### src/rtl/param_fifo_pkg.sv
// rtl/param_fifo_pkg.sv - shared state encoding and width helpers for param_fifo
package fifo_pkg;

  typedef enum logic [2:0] {
    IDLE,
    WRITE,
    READ,
    WR_RD,
    WR_RD_FULL,
    WR_RD_EMPTY,
    WR_ERR,
    RD_ERR
  } fifo_state_e;

  // PTR_W for a given depth; the occupancy counter needs one extra bit to hold DEPTH itself.
  function automatic int ptr_width(input int depth);
    return $clog2(depth);
  endfunction

  function automatic int count_width(input int depth);
    return $clog2(depth) + 1;
  endfunction

endpackage

### src/rtl/param_fifo_if.sv
// rtl/param_fifo_if.sv - producer/consumer bundle for param_fifo
interface param_fifo_if #(
  parameter int DATA_WIDTH = 32,
  parameter int DEPTH      = 8
);
  localparam int CNT_W = fifo_pkg::count_width(DEPTH);

  logic                  wr_en;
  logic                  rd_en;
  logic                  flush;
  logic [DATA_WIDTH-1:0] d_in;
  logic [DATA_WIDTH-1:0] d_out;
  logic                  full;
  logic                  empty;
  logic                  almost_full;
  logic                  almost_empty;
  logic                  wr_ack;
  logic                  wr_err;
  logic                  rd_ack;
  logic                  rd_err;
  logic [CNT_W-1:0]      data_count;

  modport master (
    output wr_en, rd_en, flush, d_in,
    input  d_out, full, empty, almost_full, almost_empty,
    input  wr_ack, wr_err, rd_ack, rd_err, data_count
  );

  modport slave (
    input  wr_en, rd_en, flush, d_in,
    output d_out, full, empty, almost_full, almost_empty,
    output wr_ack, wr_err, rd_ack, rd_err, data_count
  );

endinterface

### src/rtl/param_fifo_mem.sv
// rtl/param_fifo_mem.sv - DEPTH x DATA_WIDTH register file, sync write, async read, no reset
module fifo_mem #(
  parameter int DATA_WIDTH = 32,
  parameter int DEPTH      = 8,
  parameter int PTR_W      = fifo_pkg::ptr_width(DEPTH)
) (
  input  logic                  clk,
  input  logic                  we,
  input  logic [PTR_W-1:0]      wAddr,
  input  logic [DATA_WIDTH-1:0] wData,
  input  logic [PTR_W-1:0]      rAddr,
  output logic [DATA_WIDTH-1:0] rData
);

  logic [DATA_WIDTH-1:0] mem_q [DEPTH];

  always_ff @(posedge clk) begin
    if (we) begin
      mem_q[wAddr] <= wData;
    end
  end

  assign rData = mem_q[rAddr];

endmodule

### src/rtl/param_fifo.sv
// rtl/param_fifo.sv - parametrised synchronous FIFO with registered ack/err handshake and flush
// Optional: PARAM_FIFO_HOLD_DOUT_EN keeps d_out at the last read word instead of returning to 0.
module param_fifo
  import fifo_pkg::*;
#(
  parameter int DATA_WIDTH = 32,
  parameter int DEPTH      = 8,
  parameter int AF_LEVEL   = DEPTH - 2,
  parameter int AE_LEVEL   = 2
) (
  input  logic          clk,
  input  logic          reset_n,
  param_fifo_if.slave   fifo_if
);

  localparam int PTR_W = ptr_width(DEPTH);
  localparam int CNT_W = count_width(DEPTH);

  localparam logic [PTR_W-1:0] PTR_ONE  = PTR_W'(1);
  localparam logic [CNT_W-1:0] CNT_ONE  = CNT_W'(1);
  localparam logic [CNT_W-1:0] CNT_FULL = CNT_W'(DEPTH);

  fifo_state_e           state_q, state_d;
  logic [PTR_W-1:0]      head_q, head_d;
  logic [PTR_W-1:0]      tail_q, tail_d;
  logic [CNT_W-1:0]      count_q, count_d;
  logic [DATA_WIDTH-1:0] dout_q, dout_d;

  logic                  is_full, is_empty;
  logic                  do_wr, do_rd;
  logic [DATA_WIDTH-1:0] mem_rdata;

  assign is_full  = (count_q == CNT_FULL);
  assign is_empty = (count_q == '0);

  // Classify the sampled requests against the pre-edge occupancy; flush wins over both.
  always_comb begin
    state_d = IDLE;
    case ({fifo_if.wr_en, fifo_if.rd_en})
      2'b10:   state_d = is_full  ? WR_ERR : WRITE;
      2'b01:   state_d = is_empty ? RD_ERR : READ;
      2'b11: begin
        if (is_full) begin
          state_d = WR_RD_FULL;
        end else if (is_empty) begin
          state_d = WR_RD_EMPTY;
        end else begin
          state_d = WR_RD;
        end
      end
      default: state_d = IDLE;
    endcase
    if (fifo_if.flush) begin
      state_d = IDLE;
    end
  end

  always_comb begin
    do_wr = (state_d == WRITE) || (state_d == WR_RD) ||
            (state_d == WR_RD_FULL) || (state_d == WR_RD_EMPTY);
    do_rd = (state_d == READ) || (state_d == WR_RD) || (state_d == WR_RD_FULL);
  end

  always_comb begin
    head_d  = head_q;
    tail_d  = tail_q;
    count_d = count_q;
`ifdef PARAM_FIFO_HOLD_DOUT_EN
    dout_d  = dout_q;
`else
    dout_d  = '0;
`endif
    if (fifo_if.flush) begin
      head_d  = '0;
      tail_d  = '0;
      count_d = '0;
      dout_d  = '0;
    end else begin
      if (do_wr) begin
        tail_d = tail_q + PTR_ONE;
      end
      if (do_rd) begin
        head_d = head_q + PTR_ONE;
        dout_d = mem_rdata;
      end
      case (state_d)
        WRITE, WR_RD_EMPTY: count_d = count_q + CNT_ONE;
        READ:               count_d = count_q - CNT_ONE;
        default:            count_d = count_q;
      endcase
    end
  end

  always_ff @(posedge clk) begin
    if (!reset_n) begin
      state_q <= IDLE;
      head_q  <= '0;
      tail_q  <= '0;
      count_q <= '0;
      dout_q  <= '0;
    end else begin
      state_q <= state_d;
      head_q  <= head_d;
      tail_q  <= tail_d;
      count_q <= count_d;
      dout_q  <= dout_d;
    end
  end

  fifo_mem #(
    .DATA_WIDTH (DATA_WIDTH),
    .DEPTH      (DEPTH),
    .PTR_W      (PTR_W)
  ) u_mem (
    .clk   (clk),
    .we    (reset_n && do_wr),
    .wAddr (tail_q),
    .wData (fifo_if.d_in),
    .rAddr (head_q),
    .rData (mem_rdata)
  );

  // The state register holds last edge's outcome, so the handshake flags are single-flop decodes of it.
  assign fifo_if.wr_ack = (state_q == WRITE) || (state_q == WR_RD) ||
                          (state_q == WR_RD_FULL) || (state_q == WR_RD_EMPTY);
  assign fifo_if.wr_err = (state_q == WR_ERR);
  assign fifo_if.rd_ack = (state_q == READ) || (state_q == WR_RD) || (state_q == WR_RD_FULL);
  assign fifo_if.rd_err = (state_q == RD_ERR) || (state_q == WR_RD_EMPTY);

  assign fifo_if.d_out        = dout_q;
  assign fifo_if.data_count   = count_q;
  assign fifo_if.full         = is_full;
  assign fifo_if.empty        = is_empty;
  assign fifo_if.almost_full  = (int'(count_q) >= AF_LEVEL);
  assign fifo_if.almost_empty = (int'(count_q) <= AE_LEVEL);

endmodule
### src/flat_wrapper.sv
// flat-port wrapper written by rule: the top's interface ports become plain ports
module param_fifo_flat import fifo_pkg::*;
#(
  parameter int DATA_WIDTH = 32,
  parameter int DEPTH      = 8,
  parameter int AF_LEVEL   = DEPTH - 2,
  parameter int AE_LEVEL   = 2
)
  (clk, reset_n, fifo_if_wr_en, fifo_if_rd_en, fifo_if_flush, fifo_if_d_in, fifo_if_d_out, fifo_if_full, fifo_if_empty, fifo_if_almost_full, fifo_if_almost_empty, fifo_if_wr_ack, fifo_if_wr_err, fifo_if_rd_ack, fifo_if_rd_err, fifo_if_data_count);
  param_fifo_if #(.DATA_WIDTH(DATA_WIDTH), .DEPTH(DEPTH)) fifo_if_i ();
  input  logic clk;
  input  logic reset_n;
  input wire logic [$bits(fifo_if_i.wr_en)-1:0] fifo_if_wr_en;
  input wire logic [$bits(fifo_if_i.rd_en)-1:0] fifo_if_rd_en;
  input wire logic [$bits(fifo_if_i.flush)-1:0] fifo_if_flush;
  input wire logic [$bits(fifo_if_i.d_in)-1:0] fifo_if_d_in;
  output wire logic [$bits(fifo_if_i.d_out)-1:0] fifo_if_d_out;
  output wire logic [$bits(fifo_if_i.full)-1:0] fifo_if_full;
  output wire logic [$bits(fifo_if_i.empty)-1:0] fifo_if_empty;
  output wire logic [$bits(fifo_if_i.almost_full)-1:0] fifo_if_almost_full;
  output wire logic [$bits(fifo_if_i.almost_empty)-1:0] fifo_if_almost_empty;
  output wire logic [$bits(fifo_if_i.wr_ack)-1:0] fifo_if_wr_ack;
  output wire logic [$bits(fifo_if_i.wr_err)-1:0] fifo_if_wr_err;
  output wire logic [$bits(fifo_if_i.rd_ack)-1:0] fifo_if_rd_ack;
  output wire logic [$bits(fifo_if_i.rd_err)-1:0] fifo_if_rd_err;
  output wire logic [$bits(fifo_if_i.data_count)-1:0] fifo_if_data_count;
  assign fifo_if_i.wr_en = fifo_if_wr_en;
  assign fifo_if_i.rd_en = fifo_if_rd_en;
  assign fifo_if_i.flush = fifo_if_flush;
  assign fifo_if_i.d_in = fifo_if_d_in;
  assign fifo_if_d_out = fifo_if_i.d_out;
  assign fifo_if_full = fifo_if_i.full;
  assign fifo_if_empty = fifo_if_i.empty;
  assign fifo_if_almost_full = fifo_if_i.almost_full;
  assign fifo_if_almost_empty = fifo_if_i.almost_empty;
  assign fifo_if_wr_ack = fifo_if_i.wr_ack;
  assign fifo_if_wr_err = fifo_if_i.wr_err;
  assign fifo_if_rd_ack = fifo_if_i.rd_ack;
  assign fifo_if_rd_err = fifo_if_i.rd_err;
  assign fifo_if_data_count = fifo_if_i.data_count;
  param_fifo #(.DATA_WIDTH(DATA_WIDTH), .DEPTH(DEPTH), .AF_LEVEL(AF_LEVEL), .AE_LEVEL(AE_LEVEL)) u_core (.clk(clk), .reset_n(reset_n), .fifo_if(fifo_if_i));
endmodule
### config.mk
export PLATFORM = sky130hd
export DESIGN_NAME = param_fifo_flat
export DESIGN_NICKNAME = d
export VERILOG_FILES = /design/src/rtl/param_fifo_pkg.sv /design/src/rtl/param_fifo_if.sv /design/src/rtl/param_fifo_mem.sv /design/src/rtl/param_fifo.sv /design/src/flat_wrapper.sv
export SDC_FILE = /design/constraint.sdc
export NUM_CORES = 1
export LEC_CHECK = 0
export BUFFER_PORTS_ARGS = -buffer_cell sky130_fd_sc_hd__buf_4
export CORE_ASPECT_RATIO = 0.8
export CORE_UTILIZATION = 54
export CTS_CLUSTER_SIZE = 16
export DETAILED_ROUTE_END_ITERATION = 12
export PLACE_DENSITY_LB_ADDON = 0.1
export SYNTH_ARGS = -nofsm -noshare
export SYNTH_HDL_FRONTEND = slang
export SYNTH_SLANG_ARGS = --single-unit
### constraint.sdc
create_clock -name clk -period 3.7 [get_ports clk]
set_clock_uncertainty 0.15 [all_clocks]
set_input_delay 0.185 -clock clk [delete_from_list [all_inputs] [get_ports clk]]
set_output_delay 0.185 -clock clk [all_outputs]
set_load 0.01 [all_outputs]
==> impl_metrics.json, run 1 <==
{
  "finalCritPeriodShare_pct": 73.5,
  "cts_buffers": 29,
  "final_cell_count_no_fill": 962,
  "core_um2": 20100,
  "yosysTopAreaCellShare_pct": 68.5,
  "seq_area_frac_synth_pct": 76.5,
  "detail_route.first_pass.iterations": 5,
  "gr-total-overflow": 0,
  "finalHoldViolCount": 0,
  "synth_area_um2": 11200,
  "synthAdderAreaFrac_pct": 0.624,
  "path_max_fanout": 22,
  "num_vias": 5430,
  "final_util_pct": 67.6,
  "rows": 46,
  "cts_max_level": 1,
  "stdcell_area_um2": 13600,
  "setup_violations": 0,
  "worst_setup_path_start_kind": "flop",
  "place_inst": 872,
  "criticalPathCategory": "reg -> reg",
  "p_leak_nw": 4.45,
  "power.density_nw_per_um2": 515,
  "n_antenna_cell": 0,
  "clock-root-buffer": "clkbuf_16",
  "clock-sinks": 301,
  "worstMarginPinSlew_ns": 1.02,
  "fin_crit_ns": 2.72,
  "ys_seq_elements": 301,
  "drt-total-wl_mm": 20.3,
  "drc": 0,
  "maxCapViolCount": 0,
  "synth_nets": 585,
  "synth_area_leaders": "edfxtp_1 (68%), mux4_2 (13%), dfxtp_1 (8.0%), mux2i_1 (3.5%), nor2_1 (1.6%)",
  "grt_pass1_vias": 5479,
  "layout-drive-gt1-share_pct": 31.7,
  "rsz0062_at_grt": "no",
  "end_kind": "flop",
  "die-height_um": 131,
  "fin_setup_tns_ns": 0,
  "grt_max_degree": 67,
  "path_clk_slew_ns": 0.07,
  "hold_class": "in -> reg",
  "clk_latency_ns": 0.54,
  "final_common_cell": "edfxtp_1",
  "status": "completed",
  "maxSlewViolCount": 0,
  "synthSimpleGateAreaFrac_pct": 3.25,
  "yosysUniqueCellTypes": 40,
  "vdd_ir_drop_max_v": 0.000377,
  "yosysTopAreaCell": "edfxtp_1",
  "max_slew_margin_pct": 32.2,
  "routabilityCongestion": 0.746,
  "power_mw": 7.00,
  "clock.fmax_mhz": 368,
  "fp.dieW_um": 163,
  "area_delta_synth_final_pct": 21.0,
  "clock_path_buffers": 3,
  "synth_warnings": 0,
  "synth_compound_area_share_pct": 1.19,
  "post_cts_buffers": 0,
  "avgRoutedWirePerCell_um": 21.1,
  "grt_pass1_wl_mm": 31.2,
  "dieArea_um2": 21400,
  "synth_edf_count": 256,
  "cp.required_ns": 3.76,
  "nNetsFinal": 717,
  "cts_tree": "yes",
  "avgViaCountPerCell": 5.64,
  "synth_flop_cell": "edfxtp_1",
  "initial_core_util_pct": 55.9,
  "synthArstFlopShare_pct": 0,
  "dp_hpwl_mm": 11.6,
  "layout_common_cells": "edfxtp_1 (256), buf_4 (88), mux4_2 (64)",
  "antenna_found_initial": 0,
  "synth_xor_area_share_pct": 0.546,
  "io_pins": 81,
  "synth.avg_cell_area_um2": 20.7,
  "synth.area.mux_share_pct": 16.3,
  "grt_usage_pct": 19.7,
  "drtIter0Drc": 453,
  "place_area_um2": 12200,
  "synth_top_family_by_area": "multiplexers",
  "worst_ep_arrival_time_ns": 2.78,
  "syn_inst": 543,
  "io_buffers": 80,
  "ant_nets": 0
}
-- timing repair --
action,4_1_cts,5_1_grt
resized for setup,0,0
hold buffers,36,0
hold endpoints to repair,265,0
-- state kept, by name, indices dropped and copies added (netlist names) --
register and flops:
u_core.tail_q 3, u_core.state_q 3, u_core.fifo_if.d_out 32, u_core.head_q 3, u_core.fifo_if.data_count 4, u_core.u_mem.mem_q 256
-- cell families after synthesis --
kind of cell,count (synthesis)
compound gates,16
xor+xnor,7
fa+ha+maj,5
buf+inv,33
flops,301
mux,103
simple gates,78
-- per-layer routing --
metal	up-vias	track usage, %	wire [um]	part of all wire, %
met1	2822	29.0	9240	45
met2	140	31.7	9860	49
li1	2440	-	-	-
met5	-	0	0	0
met3	28	2.65	879	4.3
met4	0	4.95	342	1.7
-- critical path: stages, from the launching register on --
cell and delay [ns]:
dfxtp_1 0.46, nor2b_1 0.24, a21oi_1 0.39, nand2b_1 0.34
nor2_4 0.39, buf_4 0.40
-- final cells by class --
class / instances / area, um^2
timing repair buffer: 129 / 1120
clock buffer: 33 / 741
multi-input combinational: 209 / 2520
fill: 1317 / 6510
tap: 264 / 330
sequential: 301 / 8600
inverter: 5 / 18.8
clock inverter: 21 / 245
-- stage by stage --
stage,setup WS [ns],hold slack [ns]
floorplan,-0.335,0.134
global placement,1.09,0.267
detailed placement,1.00,0.273
CTS,0.974,0.0607
global route,0.830,0.0678
finish,0.982,0.0718
-- report_power, final --
part / internal [mW] / switching [mW]
Sequential: 3.70 / 0.0217
Combinational: 0.134 / 0.124
Clock: 1.79 / 1.23
Total: 5.62 / 1.37
-- worst paths after layout --
kind,endpoint,startpoint,slack [ns],cells past startpoint
setup / recovery,u_core.u_mem.mem_q[3][1]$_DFFE_PP_,u_core.fifo_if.data_count[3]$_SDFFE_PP0P_,0.98,5
hold reg to reg,u_core.tail_q[2]$_SDFFE_PP0N_,u_core.tail_q[2]$_SDFFE_PP0N_,0.41,2
setup reg to reg,u_core.u_mem.mem_q[3][1]$_DFFE_PP_,u_core.fifo_if.data_count[3]$_SDFFE_PP0P_,0.98,5
hold / removal,u_core.u_mem.mem_q[2][15]$_DFFE_PP_,reset_n,0.07,3
-- cell usage after synthesis (all sizes together) (2+ instances only) --
library cell  number
nor3               7
xor2               2
a211oi             4
edfxtp           256
mux4              64
or3                2
nand2              5
nand2b             4
xnor2              5
dfxtp             45
clkbuf             8
nand3              3
a21oi              4
buf               20
nor2              48
and2               3
or2                2
inv                5
ha                 4
mux2i             39
Power figures use the tool's default switching activity.
==> inputs of run 2 (changes only) <==
==> constraint.sdc (replaced) <==
create_clock -name clk -period 2.5 [get_ports clk]
set_clock_uncertainty 0.15 [all_clocks]
set_input_delay 0.125 -clock clk [delete_from_list [all_inputs] [get_ports clk]]
set_output_delay 0.125 -clock clk [all_outputs]
set_load 0.01 [all_outputs]
==> impl_metrics.json, run 2 (synthesis results as in run 1) <==
{
  "status": "completed",
  "cts_buffers": 29,
  "largest_register_ffs": 256,
  "rr_endpoint": "u_core.fifo_if.data_count[3]$_SDFFE_PP0P_",
  "max_slew_margin_pct": 60.7,
  "crit_end": "u_core.fifo_if.data_count[3]$_SDFFE_PP0P_",
  "criticalPathCategory": "reg -> reg",
  "vdd_ir_drop_max_v": 0.000461,
  "cts_tree": "yes",
  "grt_usage_pct": 20.7,
  "avgViaCountPerCell": 5.63,
  "grt_pass1_wl_mm": 32.4,
  "r2r_cells": 9,
  "grt_pass1_vias": 5694,
  "critPathSlowestCell": "or3_4",
  "path_clk_slew_ns": 0.06,
  "drt-total-wl_mm": 21.3,
  "place_inst": 890,
  "n_antenna_cell": 0,
  "dieArea_um2": 21400,
  "rsz0062_at_grt": "no",
  "finalHoldViolCount": 0,
  "detail_route.first_pass.iterations": 4,
  "initial_core_util_pct": 55.9,
  "grt_max_degree": 33,
  "finalCritPeriodShare_pct": 93.8,
  "top_register": "u_core.u_mem.mem_q",
  "layout-drive-gt1-share_pct": 34.1,
  "reg2reg_slack_ns": 0.16,
  "antenna_found_initial": 0,
  "dp_hpwl_mm": 12.2,
  "rows": 46,
  "drc": 0,
  "cts_max_level": 1,
  "layout_common_cells": "edfxtp_1 (256), buf_4 (101), mux4_2 (64)",
  "clock_path_buffers": 3,
  "clk_latency_ns": 0.53,
  "final_cell_count_no_fill": 980,
  "startpoint": "u_core.fifo_if.data_count[0]$_SDFFE_PP0P_",
  "gr-total-overflow": 0,
  "p_leak_nw": 4.52,
  "slowest_delay_ns": 0.42,
  "path_cells": "or3_4 > o21ai_4 > or3_1 > inv_1 > ha_4 > nand3_2 > and2_1 > or2_2 > a31oi_1",
  "setup_violations": 0,
  "fin_crit_ns": 2.34,
  "cp.required_ns": 2.81,
  "worst_ep_arrival_time_ns": 2.65,
  "end_kind": "flop",
  "drtIter0Drc": 417,
  "worst_setup_path_start_kind": "flop",
  "hold_class": "in -> reg",
  "nNetsFinal": 735,
  "n_fill_cell": 1291,
  "ant_nets": 0,
  "num_vias": 5520,
  "hold_depth": 3,
  "min-delay-start": "reset_n",
  "fin_setup_tns_ns": 0,
  "fp.dieW_um": 163,
  "final_common_cell": "edfxtp_1",
  "core_um2": 20100,
  "maxCapViolCount": 0,
  "clock-root-buffer": "clkbuf_16",
  "clock.fmax_mhz": 427,
  "worstMarginPinSlew_ns": 0.590,
  "reg2reg_from": "u_core.fifo_if.data_count[0]$_SDFFE_PP0P_",
  "avgRoutedWirePerCell_um": 21.7,
  "routabilityCongestion": 0.764,
  "clock-sinks": 301,
  "path_max_fanout": 4,
  "io_buffers": 80,
  "area_delta_synth_final_pct": 22.7,
  "die-height_um": 131,
  "io_pins": 81,
  "maxSlewViolCount": 0,
  "power.density_nw_per_um2": 732
}
==> run 2: cell count changes in the layout (fill, tap and decap cells not counted), moves of 4 or more <==
cell	delta
buf_4	+13
clkbuf_8	+9
clkinv_2	-8
clkbuf_1	+6
buf_12	+5
bufinv_16	-5
clkinv_1	-4
==> run 2: worst min-delay path by stage <==
stage / end / slack, ns
5_1_grt: u_core.fifo_if.data_count[2]$_SDFFE_PP0P_ / 0.10
3_3_place_gp: u_core.u_mem.mem_q[2][5]$_DFFE_PP_ / 0.20
2_1_floorplan: u_core.u_mem.mem_q[0][0]$_DFFE_PP_ / 0.07
6_report: u_core.fifo_if.data_count[2]$_SDFFE_PP0P_ / 0.06
3_5_place_dp: u_core.u_mem.mem_q[0][11]$_DFFE_PP_ / 0.21
4_1_cts: u_core.state_q[1]$_SDFF_PN0_ / 0.05
==> run 2: through the flow <==
| step | util [%] | hold slack [ns] | instance area [um^2] | worst slack (ns) | power [mW] |
|---|---|---|---|---|---|
| 2_1_floorplan | - | 0.0739 | 11300 | -0.0512 | 5.79 |
| 3_3_place_gp | 62.0 | 0.203 | 12500 | 0.202 | 5.95 |
| 3_5_place_dp | 62.0 | 0.211 | 12500 | 0.116 | 5.96 |
| 4_1_cts | 68.4 | 0.0490 | 13700 | 0.0934 | 10.2 |
| 5_1_grt | 68.6 | 0.103 | 13800 | 0.0512 | 10.4 |
| 6_report | 68.6 | 0.0644 | 13800 | 0.156 | 10.1 |
==> run 2: layer usage <==
metal  vias up  track usage, %  share of wire (%)
met5         -               0                  0
met4         0            4.51                1.5
met3        32            3.31                5.0
met2       140            34.2                 49
met1      2878            29.4                 44
li1       2470               -                  -
==> run 2: area by class of cell <==
type                    instances  area, um^2  share of cell area (%)
clock buffers                  48         887                    6.44
clock inverters                 6        47.5                   0.345
inverters                       5        18.8                   0.136
multi-input cells             209        2570                    18.7
flip-flops and latches        301        8600                    62.4
well taps                     264         330                    2.40
repair buffers                147        1320                    9.57
==> run 2: what timing repair did <==
item,4_1_cts,5_1_grt
hold buffers,36,0
setup buffers,0,0
endpoints found under the hold margin,267,0
endpoints found under the setup margin,0,1
resized for setup,0,4
==> run 2: where the power goes <==
group	total, mW	internal, mW	switching [mW]
sequential	5.49	5.47	0.0182
clock	4.18	2.42	1.76
combinational	0.413	0.212	0.201
total	10.1	8.10	1.98
==> run 2: critical path: cells and delay by family (launching register included) <==
family | cells | cell delay, ns
DFF | 1 | 0.31
adders and majority gates | 1 | 0.30
and+or+nand+nor | 5 | 1.13
AOI/OAI and AO/OA | 2 | 0.28
buffers and inverters | 1 | 0.09
